==> config.mk <==
export PLATFORM = sky130hd
export DESIGN_NAME = hsid_x_obi_pixel_fetch_flat
export DESIGN_NICKNAME = d
export VERILOG_FILES = /design/src/rtl/hsid_x_obi_pixel_fetch_if.sv /design/src/rtl/hsid_x_obi_pixel_fetch.sv /design/src/flat_wrapper.sv
export SDC_FILE = /design/constraint.sdc
export NUM_CORES = 1
export LEC_CHECK = 0
export ABC_CLOCK_PERIOD_IN_PS = 10000
export CAP_MARGIN = 20
export CORE_ASPECT_RATIO = 0.9
export CORE_MARGIN = 2
export CORE_UTILIZATION = 50
export DETAILED_ROUTE_END_ITERATION = 16
export GPL_TIMING_DRIVEN = 0
export PLACE_DENSITY = 0.75
export SLEW_MARGIN = 30
export SYNTH_ARGS = -nofsm -noshare
export SYNTH_HDL_FRONTEND = slang
export SYNTH_SLANG_ARGS = --single-unit
export TNS_END_PERCENT = 1
==> constraint.sdc <==
create_clock -name clk -period 10 [get_ports clk]
set_clock_uncertainty 0.15 [all_clocks]
set_input_delay 1.5 -clock clk [delete_from_list [all_inputs] [get_ports clk]]
set_output_delay 1.5 -clock clk [all_outputs]
set_load 0.02 [all_outputs]
==> src/rtl/hsid_x_obi_pixel_fetch_if.sv <==
// OBI request/response types and the bundle carrying the OBI bus and the
// pixel stream between the pixel fetcher and its neighbours.
package hsid_x_obi_inf_pkg;
    typedef struct packed {
        logic        req;
        logic [31:0] addr;
        logic        we;
        logic [3:0]  be;
        logic [31:0] wdata;
    } obi_req_t;

    typedef struct packed {
        logic        gnt;
        logic        rvalid;
        logic [31:0] rdata;
    } obi_resp_t;
endpackage

interface hsid_x_obi_pixel_fetch_if #(
    parameter int DATA_WIDTH = 16
);
    import hsid_x_obi_inf_pkg::*;

    obi_req_t              obi_req;
    obi_resp_t             obi_rsp;
    logic                  pixel_valid;
    logic                  pixel_ready;
    logic [DATA_WIDTH-1:0] pixel_data;
    logic                  pixel_last;

    modport master (
        output obi_req, pixel_valid, pixel_data, pixel_last,
        input  obi_rsp, pixel_ready
    );

    modport slave (
        input  obi_req, pixel_valid, pixel_data, pixel_last,
        output obi_rsp, pixel_ready
    );
endinterface

==> src/rtl/hsid_x_obi_pixel_fetch.sv <==
// OBI read master streaming one pixel vector: sequential word reads buffered
// in a small FIFO, each word split into two samples, LSB half first.
module hsid_x_obi_pixel_fetch
    import hsid_x_obi_inf_pkg::*;
#(
    parameter int WORD_WIDTH = 32,
    parameter int DATA_WIDTH = 16,
    parameter int FIFO_DEPTH = 4,
    parameter int LEN_WIDTH  = 16
) (
    input  logic                  clk,
    input  logic                  rst,
    input  logic                  start,
    input  logic [WORD_WIDTH-1:0] base_addr,
    input  logic [LEN_WIDTH-1:0]  num_words,
    output logic                  busy,
    output logic                  done,
    hsid_x_obi_pixel_fetch_if.master bus
);
    localparam int PW = (FIFO_DEPTH > 1) ? $clog2(FIFO_DEPTH) : 1;
    localparam int CW = $clog2(FIFO_DEPTH + 1);
    localparam logic [CW:0] DEPTH_C = FIFO_DEPTH[CW:0];

    typedef enum logic [1:0] {IDLE, FETCH, DRAIN, DONE} state_t;
    state_t state_q, state_n;

    logic [WORD_WIDTH-1:0] addr_q;
    logic [LEN_WIDTH-1:0]  len_q, issued_q, issued_n, rd_idx_q;
    logic [CW-1:0]         out_q, out_n, cnt_q, cnt_n;
    logic [PW-1:0]         wptr_q, rptr_q;
    logic                  req_q, req_n, half_q, last_seen_q;
    logic [WORD_WIDTH-1:0] mem_q [FIFO_DEPTH];
    logic [WORD_WIDTH-1:0] head;
    logic                  hs, push, pop, pix_valid, pix_acc, is_last_word;

    assign hs           = req_q && bus.obi_rsp.gnt;
    // Responses arriving while idle are leftovers of an aborted transfer.
    assign push         = bus.obi_rsp.rvalid && (state_q != IDLE);
    assign pix_valid    = (cnt_q != '0);
    assign pix_acc      = pix_valid && bus.pixel_ready;
    assign pop          = pix_acc && half_q;
    assign is_last_word = (rd_idx_q == len_q - LEN_WIDTH'(1));
    assign head         = mem_q[rptr_q];

    assign out_n    = out_q + CW'(hs) - CW'(push);
    assign cnt_n    = cnt_q + CW'(push) - CW'(pop);
    assign issued_n = issued_q + LEN_WIDTH'(hs);

    always_ff @(posedge clk or posedge rst) begin
        if (rst) state_q <= IDLE;
        else     state_q <= state_n;
    end

    always_comb begin
        state_n = state_q;
        req_n   = 1'b0;
        case (state_q)
            IDLE:  if (start) state_n = (num_words == '0) ? DONE : FETCH;
            FETCH: begin
                // A pending request is held unchanged until granted.
                if (req_q && !bus.obi_rsp.gnt)
                    req_n = 1'b1;
                else
                    req_n = (issued_n < len_q) &&
                            (({1'b0, out_n} + {1'b0, cnt_n}) < DEPTH_C);
                if (issued_q == len_q) state_n = DRAIN;
            end
            DRAIN: if (cnt_q == '0 && out_q == '0 && last_seen_q) state_n = DONE;
            DONE:  state_n = IDLE;
            default: state_n = IDLE;
        endcase
    end

    always_ff @(posedge clk or posedge rst) begin
        if (rst) begin
            addr_q      <= '0;
            len_q       <= '0;
            issued_q    <= '0;
            rd_idx_q    <= '0;
            out_q       <= '0;
            cnt_q       <= '0;
            wptr_q      <= '0;
            rptr_q      <= '0;
            req_q       <= 1'b0;
            half_q      <= 1'b0;
            last_seen_q <= 1'b0;
        end else begin
            if (state_q == IDLE && start) begin
                addr_q      <= base_addr;
                len_q       <= num_words;
                issued_q    <= '0;
                rd_idx_q    <= '0;
                last_seen_q <= 1'b0;
            end
            if (hs) begin
                addr_q   <= addr_q + WORD_WIDTH'(4);
                issued_q <= issued_n;
            end
            if (push) wptr_q <= wptr_q + PW'(1);
            if (pop) begin
                rptr_q   <= rptr_q + PW'(1);
                rd_idx_q <= rd_idx_q + LEN_WIDTH'(1);
                if (is_last_word) last_seen_q <= 1'b1;
            end
            if (pix_acc) half_q <= ~half_q;
            out_q <= out_n;
            cnt_q <= cnt_n;
            req_q <= req_n;
        end
    end

    always_ff @(posedge clk) begin
        if (push) mem_q[wptr_q] <= bus.obi_rsp.rdata;
    end

    assert property (@(posedge clk) disable iff (rst) !(push && ({1'b0, cnt_q} == DEPTH_C)));

    assign bus.obi_req.req   = req_q;
    assign bus.obi_req.addr  = addr_q;
    assign bus.obi_req.we    = 1'b0;
    assign bus.obi_req.be    = 4'hF;
    assign bus.obi_req.wdata = '0;

    assign bus.pixel_valid = pix_valid;
    assign bus.pixel_data  = !pix_valid ? '0 :
                             half_q ? head[WORD_WIDTH-1:DATA_WIDTH] : head[DATA_WIDTH-1:0];
    assign bus.pixel_last  = pix_valid && half_q && is_last_word;

    assign busy = (state_q != IDLE);
    assign done = (state_q == DONE);
endmodule

==> src/flat_wrapper.sv <==
// flat-port wrapper written by rule: the top's interface ports become plain ports
module hsid_x_obi_pixel_fetch_flat import hsid_x_obi_inf_pkg::*;
#(
    parameter int WORD_WIDTH = 32,
    parameter int DATA_WIDTH = 16,
    parameter int FIFO_DEPTH = 4,
    parameter int LEN_WIDTH  = 16
)
  (clk, rst, start, base_addr, num_words, busy, done, bus_obi_req, bus_pixel_valid, bus_pixel_data, bus_pixel_last, bus_obi_rsp, bus_pixel_ready);
  hsid_x_obi_pixel_fetch_if #(.DATA_WIDTH(DATA_WIDTH)) bus_i ();
  input  logic clk;
  input  logic rst;
  input  logic start;
  input  logic [WORD_WIDTH-1:0] base_addr;
  input  logic [LEN_WIDTH-1:0] num_words;
  output logic busy;
  output logic done;
  output wire logic [$bits(bus_i.obi_req)-1:0] bus_obi_req;
  output wire logic [$bits(bus_i.pixel_valid)-1:0] bus_pixel_valid;
  output wire logic [$bits(bus_i.pixel_data)-1:0] bus_pixel_data;
  output wire logic [$bits(bus_i.pixel_last)-1:0] bus_pixel_last;
  input wire logic [$bits(bus_i.obi_rsp)-1:0] bus_obi_rsp;
  input wire logic [$bits(bus_i.pixel_ready)-1:0] bus_pixel_ready;
  assign bus_obi_req = bus_i.obi_req;
  assign bus_pixel_valid = bus_i.pixel_valid;
  assign bus_pixel_data = bus_i.pixel_data;
  assign bus_pixel_last = bus_i.pixel_last;
  assign bus_i.obi_rsp = bus_obi_rsp;
  assign bus_i.pixel_ready = bus_pixel_ready;
  hsid_x_obi_pixel_fetch #(.WORD_WIDTH(WORD_WIDTH), .DATA_WIDTH(DATA_WIDTH), .FIFO_DEPTH(FIFO_DEPTH), .LEN_WIDTH(LEN_WIDTH)) u_core (.clk(clk), .rst(rst), .start(start), .base_addr(base_addr), .num_words(num_words), .busy(busy), .done(done), .bus(bus_i));
endmodule
# After elaboration in Yosys (flattened, before gate mapping)
# Memories as Yosys holds them, arrays and structs flattened.
# Index checks and enable logic that the tools add are counted.
[op_classes]
n_shift = 0
n_addsub = 11
order_cmp = 2
n_div = 0
multipliers = 0
n_reduce_logical = 21
mux = 19
eq_ne = 8
bitwise_logic = 1
[op_table]
columns = ["operator", "n"]
rows = [
  ["$mux 16", 5],
  ["$mux 32", 2],
  ["$add 32x3->32 const B", 1],
  ["$eq 16x16->1", 2],
  ["$add 16x1->16", 1],
  ["$add 16x1->16 const B", 1],
  ["$logic_not 16->1", 1],
  ["$lt 16x16->1", 1],
  ["$sub 16x1->16 const B", 1],
  ["$logic_and 1x1->1", 11],
  ["$mux 2", 4],
  ["$pmux 2 s4", 1],
  ["$mux 1", 7],
  ["$add 3x1->3", 2],
  ["$logic_not 3->1", 2],
  ["$reduce_bool 2->1", 3],
  ["$sub 3x1->3", 2],
  ["$add 2x1->2 const B", 2],
  ["$add 3x3->4", 1],
  ["$eq 2x2->1 const B", 2],
  ["$lt 4x3->1 const B", 1],
  ["$ne 2x1->1 const B", 2],
  ["$reduce_and 3->1", 1],
  ["$reduce_bool 3->1", 1],
  ["5 further kinds", 5],
]
[word_totals]
elab_cells = 75
rom_bits = 0
input_bits = 86
regBits = 95
ram_bits = 128
latchBits = 0
mem_count = 1
output_inout_bits = 90
[memory_table]
columns = ["memory", "depth", "width", "rd", "rd_clocked_by_memory_dff", "wr", "line", "text"]
rows = [
  ["u_core.mem_q", 4, 32, 1, 0, 1, "hsid_x_obi_pixel_fetch.sv:32", "logic [WORD_WIDTH-1:0] mem_q [FIFO_DEPTH];"],
]

# Depth between registers and ports, before layout
[logic_depth]
depth_word = 9
mapped_depth = 16
ltp_nobuf = 15

# Least setup slack after synthesis
# Ideal clock, no wire load.
[synth_timing]
path_type = "input to register"
startpoint = "input port bus_obi_rsp[33]"
endpoint = "register u_core.req_q"
slack_ps = 5490
arrival_ps = 4278
t_required_ps = 9768
n_path_buf = 2
path_stages = 16
setup_time_ps = 82
cell_sequence = "nand2_1 inv_1 clkbuf_1 clkbuf_1 ha_1 nand2_1 nor3_1 and4_1 nand4_1 xnor2_1 ha_1 nor3_1 nand3b_1 a31oi_1 nand2_1 o22ai_1"
[synth_between]
elab_chain_cells = 8
word_cells_on_any_way = 12
classes_between = "4 x add/sub; 2 x order compare; 2 x mux; 4 x reduce/logical"
[synth_rtl]
columns = ["item", "line", "text"]
rows = [
  ["start: declaration", "flat_wrapper.sv:22", "input wire logic [$bits(bus_i.obi_rsp)-1:0] bus_obi_rsp;"],
  ["$logic_and 1x1->1", "hsid_x_obi_pixel_fetch.sv:36", "assign hs = req_q && bus.obi_rsp.gnt;"],
  ["$add 3x1->3", "hsid_x_obi_pixel_fetch.sv:45", "assign out_n = out_q + CW'(hs) - CW'(push);"],
  ["$sub 3x1->3", "hsid_x_obi_pixel_fetch.sv:45", ""],
  ["$add 3x3->4", "hsid_x_obi_pixel_fetch.sv:65", "(({1'b0, out_n} + {1'b0, cnt_n}) < DEPTH_C);"],
  ["$lt 4x3->1", "hsid_x_obi_pixel_fetch.sv:65", ""],
  ["$logic_and 1x1->1", "hsid_x_obi_pixel_fetch.sv:64", "req_n = (issued_n < len_q) &&"],
  ["$mux 1 (*)", "hsid_x_obi_pixel_fetch.sv:61", "if (req_q && !bus.obi_rsp.gnt)"],
  ["$mux 1 (*)", "hsid_x_obi_pixel_fetch.sv:57", "case (state_q)"],
  ["named net u_core.req_n", "hsid_x_obi_pixel_fetch.sv:31", "logic req_q, req_n, half_q, last_seen_q;"],
  ["end signal: assignment", "hsid_x_obi_pixel_fetch.sv:108", "req_q <= req_n;"],
  ["end: declaration", "hsid_x_obi_pixel_fetch.sv:31", ""],
]
# The timed path passes the listed nets; every way through them passes the cells marked *.
# A chain may end at the register's enable or synchronous reset.

# Worst setup path in the final report
# Same ends and word-level chain as after synthesis.

==> reports/summary.md <==
The tools report the number of filler cells placed in the layout as 1733. Static leakage: 5.64 nW. The prevailing post-synth register cell is edfxtp_1.

The clock insertion delay at the later pin of the skew report was 540 ps. The netlist uses 64 different library cells. The run gives 924 as the cell count after synthesis. The flow ran to the end, and the final reports show no timing, DRC or antenna violations. The final RePlAce weighted congestion is 0.926. The clock net sink count is 223. The worst hold path belongs to the class reg2reg. The startpoint identified for the worst register-to-register timing path is u_core.req_q$_DFF_PP0_. The post-CTS resize count came out at 0. IR analysis of the VDD net gives a maximum drop of 164 uV.

The met2 capacity usage during global routing was 35.8%; the power density normalized to cell area was 211 mW/mm^2. At the pin with the least slew margin, the transition time is 881 ps. Flip-flop and latch count after synthesis: 223. The maximum fanout count along the critical path came out at 12.

The region available for standard cell placement spans 0.0223 mm^2. Along the worst hold path, the cell count comes to 2. The number of post-CTS setup repair buffers is 0. The horizontal die dimension works out to 162 um. STA classifies the critical path startpoint as a primary input. TritonCTS built the clock tree.

Clock tree synthesis selected as its root buffer the cell clkbuf_16. The run gives 5 as the iteration count of the initial detailed-routing pass. 0 antenna diodes ended up in the layout.

The cell area that synthesis handed to floorplanning was 0.0113 mm^2. The tools report the remaining antenna violation count as 0. The worst setup path is captured at a flip-flop. The final total power was 0.00296 W. The layout overhead on the synthesized area was 24.9%; the remaining routing DRC violations was 0. For this configuration, the core starts out at a cell density of 50.5%.

The run gives 42200 um as the first-pass GRT wire length. The critical path contains buffers and inverters numbering 4 combined. The worst hold path terminates at u_core.addr_q[0]$_DFFE_PP0P_. The finished cells cover 0.0141 mm^2. Dividing the detail-routed via count by the number of cells gives 5.54. Setup repair after global routing left no endpoint under its margin. The number of ports placed on the die boundary is 176.

Headroom to the max-slew limit came out at 40.7%. Setup violations remaining at the end of the flow were counted as 0. Sequential cell area in the final layout: 0.00622 mm^2. The stage delay of the slowest cell on the critical path works out to 590 ps. The hold violation total from the final report is 0, and the max-slew violation count is 0. Setup total negative slack on the finished layout was measured at 0 ps.

The met3 layer usage reported by global route is 4.01%. The number of vias in the routed layout was 7982. The most common cell after layout, fill and taps aside is clkdlybuf4s50_1.

In this run the tool buffered the top-level ports with 138 buffer cells. The synthesized design spends more area on one cell type than any other, namely edfxtp_1. In the layout the commonest cells are clkdlybuf4s50_1, edfxtp_1, dfrtp_1. The data arrival time of the critical path was 6000 ps.

The critical path class was in2reg. For this design, the CTS-stage hold fixing added 0 buffers. Final clock period utilization by the worst path: 57.0%.

In the post-synthesis netlist, the biggest area contributors are edfxtp_1, dfrtp_1, mux4_2. The number of buffers between clock root and the deepest sink was 3; the H-tree depth was 1. Global routing consumed, on the met1 layer, 31.8% of the routing resources.

The signal on the critical path passes through clkdlybuf4s50_1, nand2_1, inv_1, clkbuf_1, clkbuf_1, ha_1, nand2_1, nor3_1, xor2_1, ha_1, a21o_1, a21o_1, a21oi_1, o311a_1, a211oi_1, o22ai_1. The worst hold path begins at u_core.addr_q[0]$_DFFE_PP0P_. In the final layout, the multi-input gates occupy 0.00458 mm^2.

The tools report the number of buffers added by the clock tree synthesis step as 24. Yosys mapped a number of flops with a built-in enable equal to 128. The worst path meets setup with 4300 ps of slack. During synthesis, Yosys emitted a total of 0 warnings.

The via count of the first global-routing pass is 7925. The initialized floorplan defines 52 standard-cell rows. The highest attainable clock frequency came out at 176 MHz. For the total routing usage reported by global routing, the log shows 22.5%. The share of synthesized area occupied by flip-flops and latches is 55.2%, and the wire length per cell is 18.4 um.

Pre-CTS worst setup slack: 3930 ps. The total overflow left after global routing is 0. The tools report the total of max-cap violations as 0.

The data required time of the critical path was 10310 ps; the clock period minus worst slack was 5700 ps. The post-detailed-placement cell area came out at 0.0133 mm^2. Entering global routing, the biggest net connects 50 pins. The standard cell with the maximum stage delay on the critical path was clkbuf_1. For the number of antenna violations at the first check in global routing, the log shows 0. The global routing stage identified its most utilized layer as met2.

The average footprint of a synthesized cell was 12.2 um^2. In this run, the number of DRC markers left after iteration 0 of detailed routing was 561. The run gives 63.1% as the final core utilization. The number of cells on the critical path is 16.

The die is 146 um tall. The post-synthesis async set-or-reset flop share was 42.6%. The synthesized design devotes to its leading area cell type 34.1% of total area. Cells with a size suffix above 1 make up 13.9% of the layout. For flop-to-flop paths, the worst setup slack is 5410 ps. For this block, the routed nets add up to 26500 um of wire. Detailed placement ended at an HPWL of 18700 um. The full die area came out at 0.0238 mm^2. In this run the critical register-to-register path is captured at u_core.req_q$_DFF_PP0_. Grouping stages by cell kind, the critical path spends the most delay in buffers and inverters. Counting cells, the worst reg-to-reg path comes to 15. Clock-pin slew was measured on the worst setup and hold paths at 60 ps. At the end of the flow, the number of nets in the layout was 1251.
## kinds of logic after synthesis
logic type	Yosys count	share of synthesized area, %
AND/OR/NAND/NOR	261	11.9
multiplexers	71	10.0
AO/OA/AOI/OAI	147	8.36
buffers and inverters	122	5.45
XOR/XNOR	61	4.74
adder cells (fa/ha/maj)	37	4.24
flip-flops	223	55.2
other	2	0.0666
## how the worst max path moves through the flow
stage                          startpoint                      to  slack [ps]
after floorplan           bus_obi_rsp[33]  u_core.req_q$_DFF_PP0_        5490
after global placement    bus_obi_rsp[33]  u_core.req_q$_DFF_PP0_        4000
after detailed placement  bus_obi_rsp[33]  u_core.req_q$_DFF_PP0_        3930
after CTS                 bus_obi_rsp[33]  u_core.req_q$_DFF_PP0_        4450
after global routing      bus_obi_rsp[33]  u_core.req_q$_DFF_PP0_        4070
final                     bus_obi_rsp[33]  u_core.req_q$_DFF_PP0_        4300
## synthesized netlist by cell type, drive strengths merged (3+ instances only)
| cell | instances |
|---|---|
| a211oi | 12 |
| a21o | 6 |
| a21oi | 37 |
| a22o | 10 |
| a311oi | 4 |
| a31oi | 3 |
| and2 | 6 |
| and3 | 13 |
| and4 | 3 |
| buf | 48 |
| clkbuf | 34 |
| dfrtp | 95 |
| edfxtp | 128 |
| ha | 35 |
| inv | 40 |
| mux2 | 16 |
| mux2i | 23 |
| mux4 | 32 |
| nand2 | 64 |
| nand2b | 3 |
| nand3 | 27 |
| nand3b | 3 |
| nand4 | 27 |
| nor2 | 69 |
| nor2b | 3 |
| nor3 | 19 |
| nor3b | 3 |
| nor4 | 13 |
| o211ai | 4 |
| o21ai | 44 |
| o221a | 4 |
| o22ai | 7 |
| o31ai | 5 |
| or4 | 3 |
| xnor2 | 41 |
| xor2 | 20 |
## metal layers
metal,wire length [um],share of wire [%],vias up
met5,0,0,-
met4,591,2.2,0
met3,1740,6.6,43
met2,12500,47,298
met1,11600,44,3892
li1,-,-,3749
## layout make-up
class / count / share of cell area [%]
Sequential cell: 223 / 44.2
Tap cell: 297 / 2.64
Timing Repair Buffer: 143 / 10.8
Clock buffer: 29 / 4.40
Inverter: 40 / 1.10
Buffer: 82 / 3.30
Multi-Input combinational cell: 614 / 32.5
Clock inverter: 14 / 1.08
## metrics by stage
step           std cells  hold slack (ps)
3_3_place_gp        1394              308
2_1_floorplan        959              308
4_1_cts             1442              337
3_5_place_dp        1399              311
5_1_grt             1442              366
6_report            1442              332
## tightest hold or removal path, cell delays in order (launching register included)
cell and delay, ps:
dfrtp_1 350, nand2_1 50, nand2_1 50
## report_power, final
group	leakage, nW	switching, W	internal [W]	total (W)
Combinational	2.83	0.000486	0.000441	0.000927
Clock	0.375	0.000369	0.000498	0.000867
Sequential	2.44	0.0000508	0.00112	0.00117
## sequential cells by signal, summed over array words and instances (netlist names), 2 cells and up
signal / flops
u_core.mem_q: 128
u_core.addr_q: 32
u_core.issued_q: 16
u_core.len_q: 16
u_core.rd_idx_q: 16
u_core.cnt_q: 3
u_core.out_q: 3
u_core.rptr_q: 2
u_core.state_q: 2
u_core.wptr_q: 2
Power figures use the tool's default switching activity.
